--- config.mk ---
export PLATFORM = sky130hd
export DESIGN_NAME = m68k_bus_cycle
export DESIGN_NICKNAME = d
export VERILOG_FILES = /design/src/rtl/m68k_bus_pkg.sv /design/src/rtl/m68k_bus_cycle.sv
export SDC_FILE = /design/constraint.sdc
export NUM_CORES = 1
export LEC_CHECK = 0
export CAP_MARGIN = 20
export CORE_MARGIN = 2
export CORE_UTILIZATION = 50
export DETAILED_ROUTE_END_ITERATION = 6
export PLACE_DENSITY_LB_ADDON = 0.25
export SETUP_SLACK_MARGIN = 0.1
export SYNTH_ARGS = -nofsm -noshare
export SYNTH_HDL_FRONTEND = slang
export SYNTH_SLANG_ARGS = --single-unit
--- constraint.sdc ---
create_clock -name SYSCLK -period 3.69 [get_ports SYSCLK]
set_input_delay 0.738 -clock SYSCLK [delete_from_list [all_inputs] [get_ports SYSCLK]]
set_output_delay 0.738 -clock SYSCLK [all_outputs]
set_load 0.02 [all_outputs]
--- src/rtl/m68k_bus_pkg.sv ---
// m68k_bus_pkg
//   Shared definitions for the 68000 bus-cycle master: FSM state encoding,
//   the captured-request record and the data value returned on error
//   completions.
package m68k_bus_pkg;

    // IDLE/ARMED are host-side states; S0..S7 track the 68000 half-clocks.
    typedef enum logic [3:0] {
        ST_IDLE  = 4'd0,
        ST_ARMED = 4'd1,
        ST_S0    = 4'd2,
        ST_S1    = 4'd3,
        ST_S2    = 4'd4,
        ST_S3    = 4'd5,
        ST_S4    = 4'd6,
        ST_S5    = 4'd7,
        ST_S6    = 4'd8,
        ST_S7    = 4'd9
    } bus_state_e;

    // Request fields latched at the handshake.
    typedef struct packed {
        logic        rw;     // 1 = read
        logic        uds;
        logic        lds;
        logic [22:0] addr;   // A23..A1
        logic [15:0] wdata;
    } bus_req_t;

    localparam logic [15:0] ERR_RDATA = 16'hFFFF;

endpackage

--- src/rtl/m68k_bus_cycle.sv ---
// m68k_bus_cycle
//   Runs one 68000 asynchronous bus cycle (read or write) per host request,
//   stepping S0..S7 on the MCCLK edge pulses from ClockSync. A cycle with no
//   DTACK aborts after TIMEOUT_CYCLES falling edges in S4 and completes with
//   an error.
//
// Ports
//   SYSCLK, RESET               system clock, synchronous active-high reset
//   MCCLK_RISING/_FALLING       one-cycle pulses per 68000 clock edge
//   DTACK_LATCH/_AFTER_LATCH    DTACK sample point and the pulse 2 clk later
//   REQ_*                       host request (valid/ready handshake)
//   RESP_*                      one-cycle completion pulse, error, read data
//   BUS_*                       68000 address/data/strobe outputs, data input
module m68k_bus_cycle
    import m68k_bus_pkg::*;
#(
    parameter int TIMEOUT_CYCLES = 64
) (
    input  logic        SYSCLK,
    input  logic        RESET,
    input  logic        MCCLK_RISING,
    input  logic        MCCLK_FALLING,
    input  logic        DTACK_LATCH,
    input  logic        DTACK_AFTER_LATCH,
    input  logic        REQ_VALID,
    output logic        REQ_READY,
    input  logic        REQ_RW,
    input  logic        REQ_UDS,
    input  logic        REQ_LDS,
    input  logic [22:0] REQ_ADDR,
    input  logic [15:0] REQ_WDATA,
    output logic        RESP_VALID,
    output logic        RESP_ERR,
    output logic [15:0] RESP_RDATA,
    input  logic [15:0] BUS_DATA_IN,
    output logic [22:0] BUS_ADDR,
    output logic [15:0] BUS_DATA_OUT,
    output logic        BUS_DATA_OE,
    output logic        BUS_AS_n,
    output logic        BUS_UDS_n,
    output logic        BUS_LDS_n,
    output logic        BUS_RW
);

    localparam int CNT_W = $clog2(TIMEOUT_CYCLES + 1);
    localparam logic [CNT_W-1:0] CNT_LIMIT = CNT_W'(TIMEOUT_CYCLES);

    bus_state_e       state_q, state_d;
    bus_req_t         req_q, req_d;
    logic             ready_q, ready_d;
    logic [CNT_W-1:0] cnt_q, cnt_d;
    logic [CNT_W-1:0] cnt_inc;
    logic             err_q, err_d;
    logic             resp_valid_q, resp_valid_d;
    logic             resp_err_q, resp_err_d;
    logic [15:0]      rdata_q, rdata_d;
    logic [22:0]      addr_q, addr_d;
    logic [15:0]      dout_q, dout_d;
    logic             oe_q, oe_d;
    logic             as_n_q, as_n_d;
    logic             uds_n_q, uds_n_d;
    logic             lds_n_q, lds_n_d;
    logic             rw_q, rw_d;
    logic             handshake;

    assign handshake = REQ_VALID && ready_q;
    assign cnt_inc   = cnt_q + CNT_W'(1);

    always_ff @(posedge SYSCLK) begin
        if (RESET) begin
            state_q      <= ST_IDLE;
            req_q        <= '0;
            ready_q      <= 1'b0;
            cnt_q        <= '0;
            err_q        <= 1'b0;
            resp_valid_q <= 1'b0;
            resp_err_q   <= 1'b0;
            rdata_q      <= '0;
            addr_q       <= '0;
            dout_q       <= '0;
            oe_q         <= 1'b0;
            as_n_q       <= 1'b1;
            uds_n_q      <= 1'b1;
            lds_n_q      <= 1'b1;
            rw_q         <= 1'b1;
        end else begin
            state_q      <= state_d;
            req_q        <= req_d;
            ready_q      <= ready_d;
            cnt_q        <= cnt_d;
            err_q        <= err_d;
            resp_valid_q <= resp_valid_d;
            resp_err_q   <= resp_err_d;
            rdata_q      <= rdata_d;
            addr_q       <= addr_d;
            dout_q       <= dout_d;
            oe_q         <= oe_d;
            as_n_q       <= as_n_d;
            uds_n_q      <= uds_n_d;
            lds_n_q      <= lds_n_d;
            rw_q         <= rw_d;
        end
    end

    always_comb begin
        state_d      = state_q;
        req_d        = req_q;
        cnt_d        = cnt_q;
        err_d        = err_q;
        resp_valid_d = 1'b0;
        resp_err_d   = 1'b0;
        rdata_d      = rdata_q;
        addr_d       = addr_q;
        dout_d       = dout_q;
        oe_d         = oe_q;
        as_n_d       = as_n_q;
        uds_n_d      = uds_n_q;
        lds_n_d      = lds_n_q;
        rw_d         = rw_q;
        // Ready drops on the handshake and is only re-raised from a settled
        // IDLE cycle, so the response cycle itself always sees ready low.
        ready_d      = (state_q == ST_IDLE) && !handshake;

        unique case (state_q)
            ST_IDLE: begin
                if (handshake) begin
                    req_d = '{rw: REQ_RW, uds: REQ_UDS, lds: REQ_LDS,
                              addr: REQ_ADDR, wdata: REQ_WDATA};
                    err_d = 1'b0;
                    if (!REQ_UDS && !REQ_LDS) begin
                        // Nothing to transfer: answer with an error, no bus cycle.
                        resp_valid_d = 1'b1;
                        resp_err_d   = 1'b1;
                        rdata_d      = ERR_RDATA;
                    end else begin
                        state_d = ST_ARMED;
                    end
                end
            end
            ST_ARMED: begin
                if (MCCLK_RISING) begin
                    state_d = ST_S0;
                    addr_d  = req_q.addr;
                    rw_d    = req_q.rw;
                end
            end
            ST_S0: begin
                if (MCCLK_FALLING) state_d = ST_S1;
            end
            ST_S1: begin
                if (MCCLK_RISING) begin
                    state_d = ST_S2;
                    as_n_d  = 1'b0;
                    if (req_q.rw) begin
                        uds_n_d = !req_q.uds;
                        lds_n_d = !req_q.lds;
                    end else begin
                        rw_d = 1'b0;
                    end
                end
            end
            ST_S2: begin
                if (MCCLK_FALLING) begin
                    state_d = ST_S3;
                    if (!req_q.rw) begin
                        oe_d   = 1'b1;
                        dout_d = req_q.wdata;
                    end
                end
            end
            ST_S3: begin
                if (MCCLK_RISING) begin
                    state_d = ST_S4;
                    cnt_d   = '0;
                    // Write strobes follow the data by one half-clock.
                    if (!req_q.rw) begin
                        uds_n_d = !req_q.uds;
                        lds_n_d = !req_q.lds;
                    end
                end
            end
            ST_S4: begin
                // DTACK is checked first so it beats a coincident final timeout edge.
                if (DTACK_LATCH) begin
                    state_d = ST_S5;
                    if (req_q.rw) rdata_d = BUS_DATA_IN;
                end else if (MCCLK_FALLING) begin
                    cnt_d = cnt_inc;
                    if (cnt_inc == CNT_LIMIT) begin
                        state_d = ST_S6;
                        err_d   = 1'b1;
                    end
                end
            end
            ST_S5: begin
                if (DTACK_AFTER_LATCH) state_d = ST_S6;
            end
            ST_S6: begin
                if (MCCLK_FALLING) begin
                    state_d = ST_S7;
                    as_n_d  = 1'b1;
                    uds_n_d = 1'b1;
                    lds_n_d = 1'b1;
                end
            end
            ST_S7: begin
                if (MCCLK_RISING) begin
                    state_d      = ST_IDLE;
                    oe_d         = 1'b0;
                    rw_d         = 1'b1;
                    resp_valid_d = 1'b1;
                    resp_err_d   = err_q;
                    if (err_q) rdata_d = ERR_RDATA;
                end
            end
            default: state_d = ST_IDLE;
        endcase
    end

    assign REQ_READY    = ready_q;
    assign RESP_VALID   = resp_valid_q;
    assign RESP_ERR     = resp_err_q;
    assign RESP_RDATA   = rdata_q;
    assign BUS_ADDR     = addr_q;
    assign BUS_DATA_OUT = dout_q;
    assign BUS_DATA_OE  = oe_q;
    assign BUS_AS_n     = as_n_q;
    assign BUS_UDS_n    = uds_n_q;
    assign BUS_LDS_n    = lds_n_q;
    assign BUS_RW       = rw_q;

endmodule

==> results by group <==
Floorplan
  • Starting Density: 50.73%
  • Die height: 100.1 µm
  • Die extent in x: 100.1 µm
  • Die Footprint: 10030 µm²
  • I/O pin cnt: 128
  • Floorplan core area: 9109 µm²
  • Core Rows: 35

STA
  • Worst slew margin: 45.52%
  • Hold Vio Cnt, Final: 0
  • Final slew viol count: 0
  • Worst-margin pin slew: 817.2 ps
  • RSZ-0062 raised after global routing: false
  • Period utilization: 68.37%
  • Min cycle time layout: 2523 ps
  • Clock Skews: 10.04 ps
  • Max Fclk: 396.4 MHz
  • Final setup fails: 0
  • Setup TNS: 0 ps

Power
  • Switching Fraction: 30.39%
  • Static Leak: 0.002432 µW
  • Tot Pwr: 4132 µW
  • Power share of the sequential group: 37.6%
  • Net Switching: 1256 µW
  • Combinational fraction of design power: 21.8%
  • Max VDD drop: 501.9 µV
  • Clock power frac: 40.6%
  • P_int: 2876 µW
  • PD cells: 635.0 nW/µm²

Placed design
  • RD Place Congestion: 0.8662
  • IO buf count: 127
  • Hpwl dp: 7699 µm

Synthesis
  • Synthesized instance count: 570
  • Most frequently used flop master after synthesis: dfxtp_1
  • Sequential area share after synthesis: 50.69%
  • Unique masters post-synth: 48
  • Mapped Nets: 636
  • Syn Area/Cell: 8.106 µm²
  • Number of flops mapped to enable cells by yosys: 0
  • Syn Std Cell Area: 4621 µm²
  • FF+latch count, synth: 117
  • Ys async rst share: 0%
  • Ys Warns: 0

Finish
  • Multi-input gate area: 2079 µm²
  • Fraction of layout cells with a size suffix above 1: 7.225%
  • Area growth syn-to-layout: 40.83%
  • Fillers: 706
  • Antenna cells: 0
  • Final net count: 745
  • Register area: 2342 µm²

CTS
  • Clk_lat worst skew: 510 ps
  • Post-cts sizing count: 0
  • Hold buffers post-CTS: 0
  • Clock Path Buffers: 2
  • CTS tree: yes
  • Post-CTS Setup Bufs: 0
  • Clk root buf: clkbuf_8
  • Htree depth: 4
  • CTS Buf Count: 17
  • Clock-pin slew on the worst setup and hold paths: 60 ps
  • Clk sink count: 117

Worst setup path
  • CP Capture Type: register
  • CP required: 4120 ps
  • CP arrival: 2960 ps
  • CP max FO: 33
  • Critical path startpoint category: register
  • CP Class: reg -> reg

GRT
  • Met2 Usage GRT: 39.39%
  • First-pass GRT wire length: 19090 µm
  • Pin count of the biggest net entering global routing: 49
  • GRT busiest layer: met2
  • Total track usage: 23.88%
  • GRT met3 Usage: 6.755%
  • Initial antenna violation count: 0
  • Grt met1 use: 29.95%
  • Vias in the first global route: 4142
  • Overflow after GRT: 0

Route
  • Initial DRC count: 154
  • Number of vias per cell: 5.396
  • WL final: 11730 µm
  • Wire per inst: 14.61 µm
  • Detail Route Antenna Nets: 0
  • DRT Pass-1 Iters: 5
  • Remaining DRCs: 0
  • Vias: 4333

Hold path
  • Hold Path Class: reg -> reg

Outcome
  • Status: finished clean

Flow run
  • Maximum Capacitance Violations: 0
==> worst max-delay path: stages, from the launching register on <==
cell,delay [ps]
dfxtp_1,500
or2_2,410
or3_1,380
nor2_4,620
buf_4,300
nand2_1,100
a21oi_1,140
==> logic make-up after synthesis <==
logic type | synth area share (%)
mux | 3.466
fa+ha+maj | 0.2707
flops | 50.69
simple gates | 24.67
compound gates | 16.27
buf+inv | 4.630
==> final timing paths <==
check | start | end | slack, ps | cells past startpoint
worst min register to register | req_q[19]$_SDFFE_PP0P_ | BUS_ADDR[3]$_SDFFE_PP0P_ | 450 | 2
worst max-delay path | state_q[1]$_SDFFE_PP0P_ | req_q[24]$_SDFFE_PP0P_ | 1170 | 6
worst max register to register | state_q[1]$_SDFFE_PP0P_ | req_q[24]$_SDFFE_PP0P_ | 1170 | 6
worst min-delay path | req_q[19]$_SDFFE_PP0P_ | BUS_ADDR[3]$_SDFFE_PP0P_ | 450 | 2
==> state kept, by name, indices dropped and copies added (netlist names), 4 cells and up <==
signal        count
BUS_ADDR         23
BUS_DATA_OUT     16
RESP_RDATA       16
cnt_q             7
req_q            42
state_q           4
==> power groups by stage <==
| stage | sequential [µW] | combinational, µW | clock [µW] |
|---|---|---|---|
| 5_1_grt | 1570 | 994 | 1750 |
| 2_1_floorplan | 1650 | 451 | 0 |
| 3_5_place_dp | 1580 | 898 | 0 |
| 4_1_cts | 1550 | 907 | 1690 |
| 6_report | 1550 | 901 | 1680 |
| 3_3_place_gp | 1570 | 878 | 0 |
==> cells in the mapped netlist (2+ instances only) <==
library cell | count | area share, %
buf_2 | 15 | 1.6
a21oi_1 | 81 | 8.8
or4_1 | 3 | 0.49
nand2_1 | 140 | 11
nor2b_1 | 3 | 0.41
nand2b_1 | 2 | 0.27
nand3b_1 | 2 | 0.32
mux2i_1 | 16 | 3.5
nor4_1 | 2 | 0.27
buf_6 | 2 | 0.49
or3_1 | 6 | 0.81
o21ai_0 | 14 | 1.5
nor4b_1 | 2 | 0.38
nand4_1 | 2 | 0.27
and3_1 | 3 | 0.41
nand3_1 | 8 | 0.87
a31oi_1 | 2 | 0.27
or2_2 | 2 | 0.27
nor3_1 | 7 | 0.76
clkbuf_1 | 28 | 2.3
nor4bb_1 | 2 | 0.43
dfxtp_1 | 117 | 51
inv_1 | 3 | 0.24
nor2_1 | 61 | 5.0
and3b_1 | 3 | 0.57
or3b_2 | 3 | 0.57
a211oi_1 | 20 | 3.2
==> through the flow <==
step	setup slack, ps	util (%)	area (µm²)	hold WS (ps)	instances
floorplan	1605	-	4621	432.0	570
global placement	1078	64.78	5901	434.2	771
detailed placement	892.9	64.78	5901	441.9	771
CTS	1173	71.44	6507	449.7	803
global route	986.3	71.44	6507	463.9	803
finish	1167	71.44	6507	450.2	803
==> layout by cell type (no fill, tap or decap), types with 3 or more instances in the layout <==
| cell type | n |
|---|---|
| nand3_1 | 7 |
| inv_1 | 3 |
| o21ai_0 | 14 |
| nor3_1 | 6 |
| dfxtp_1 | 117 |
| or3b_2 | 3 |
| a21oi_1 | 81 |
| buf_4 | 9 |
| or3_1 | 6 |
| clkbuf_16 | 16 |
| a211oi_1 | 20 |
| and3b_1 | 3 |
| bufinv_16 | 3 |
| inv_6 | 6 |
| nor2_1 | 61 |
| nand2_1 | 140 |
| or4_1 | 3 |
| and3_1 | 3 |
| nor2b_1 | 3 |
| clkinv_4 | 4 |
| mux2i_1 | 16 |
| clkdlybuf4s50_1 | 126 |
==> layer usage <==
metal	up-vias	share of wire [%]
met5	-	0
met4	0	1.3
met3	18	6.5
met2	155	48
met1	2008	44
li1	2152	-
==> final cells by class <==
cell class / instances / area share, %
clock buffers: 18 / 6.422
well taps: 111 / 2.134
inverters: 3 / 0.1730
multi-input cells: 405 / 31.96
repair buffers: 135 / 20.42
flip-flops and latches: 117 / 35.99
clock inverters: 14 / 2.903
Note: power is estimated with default switching activity, not from simulation.
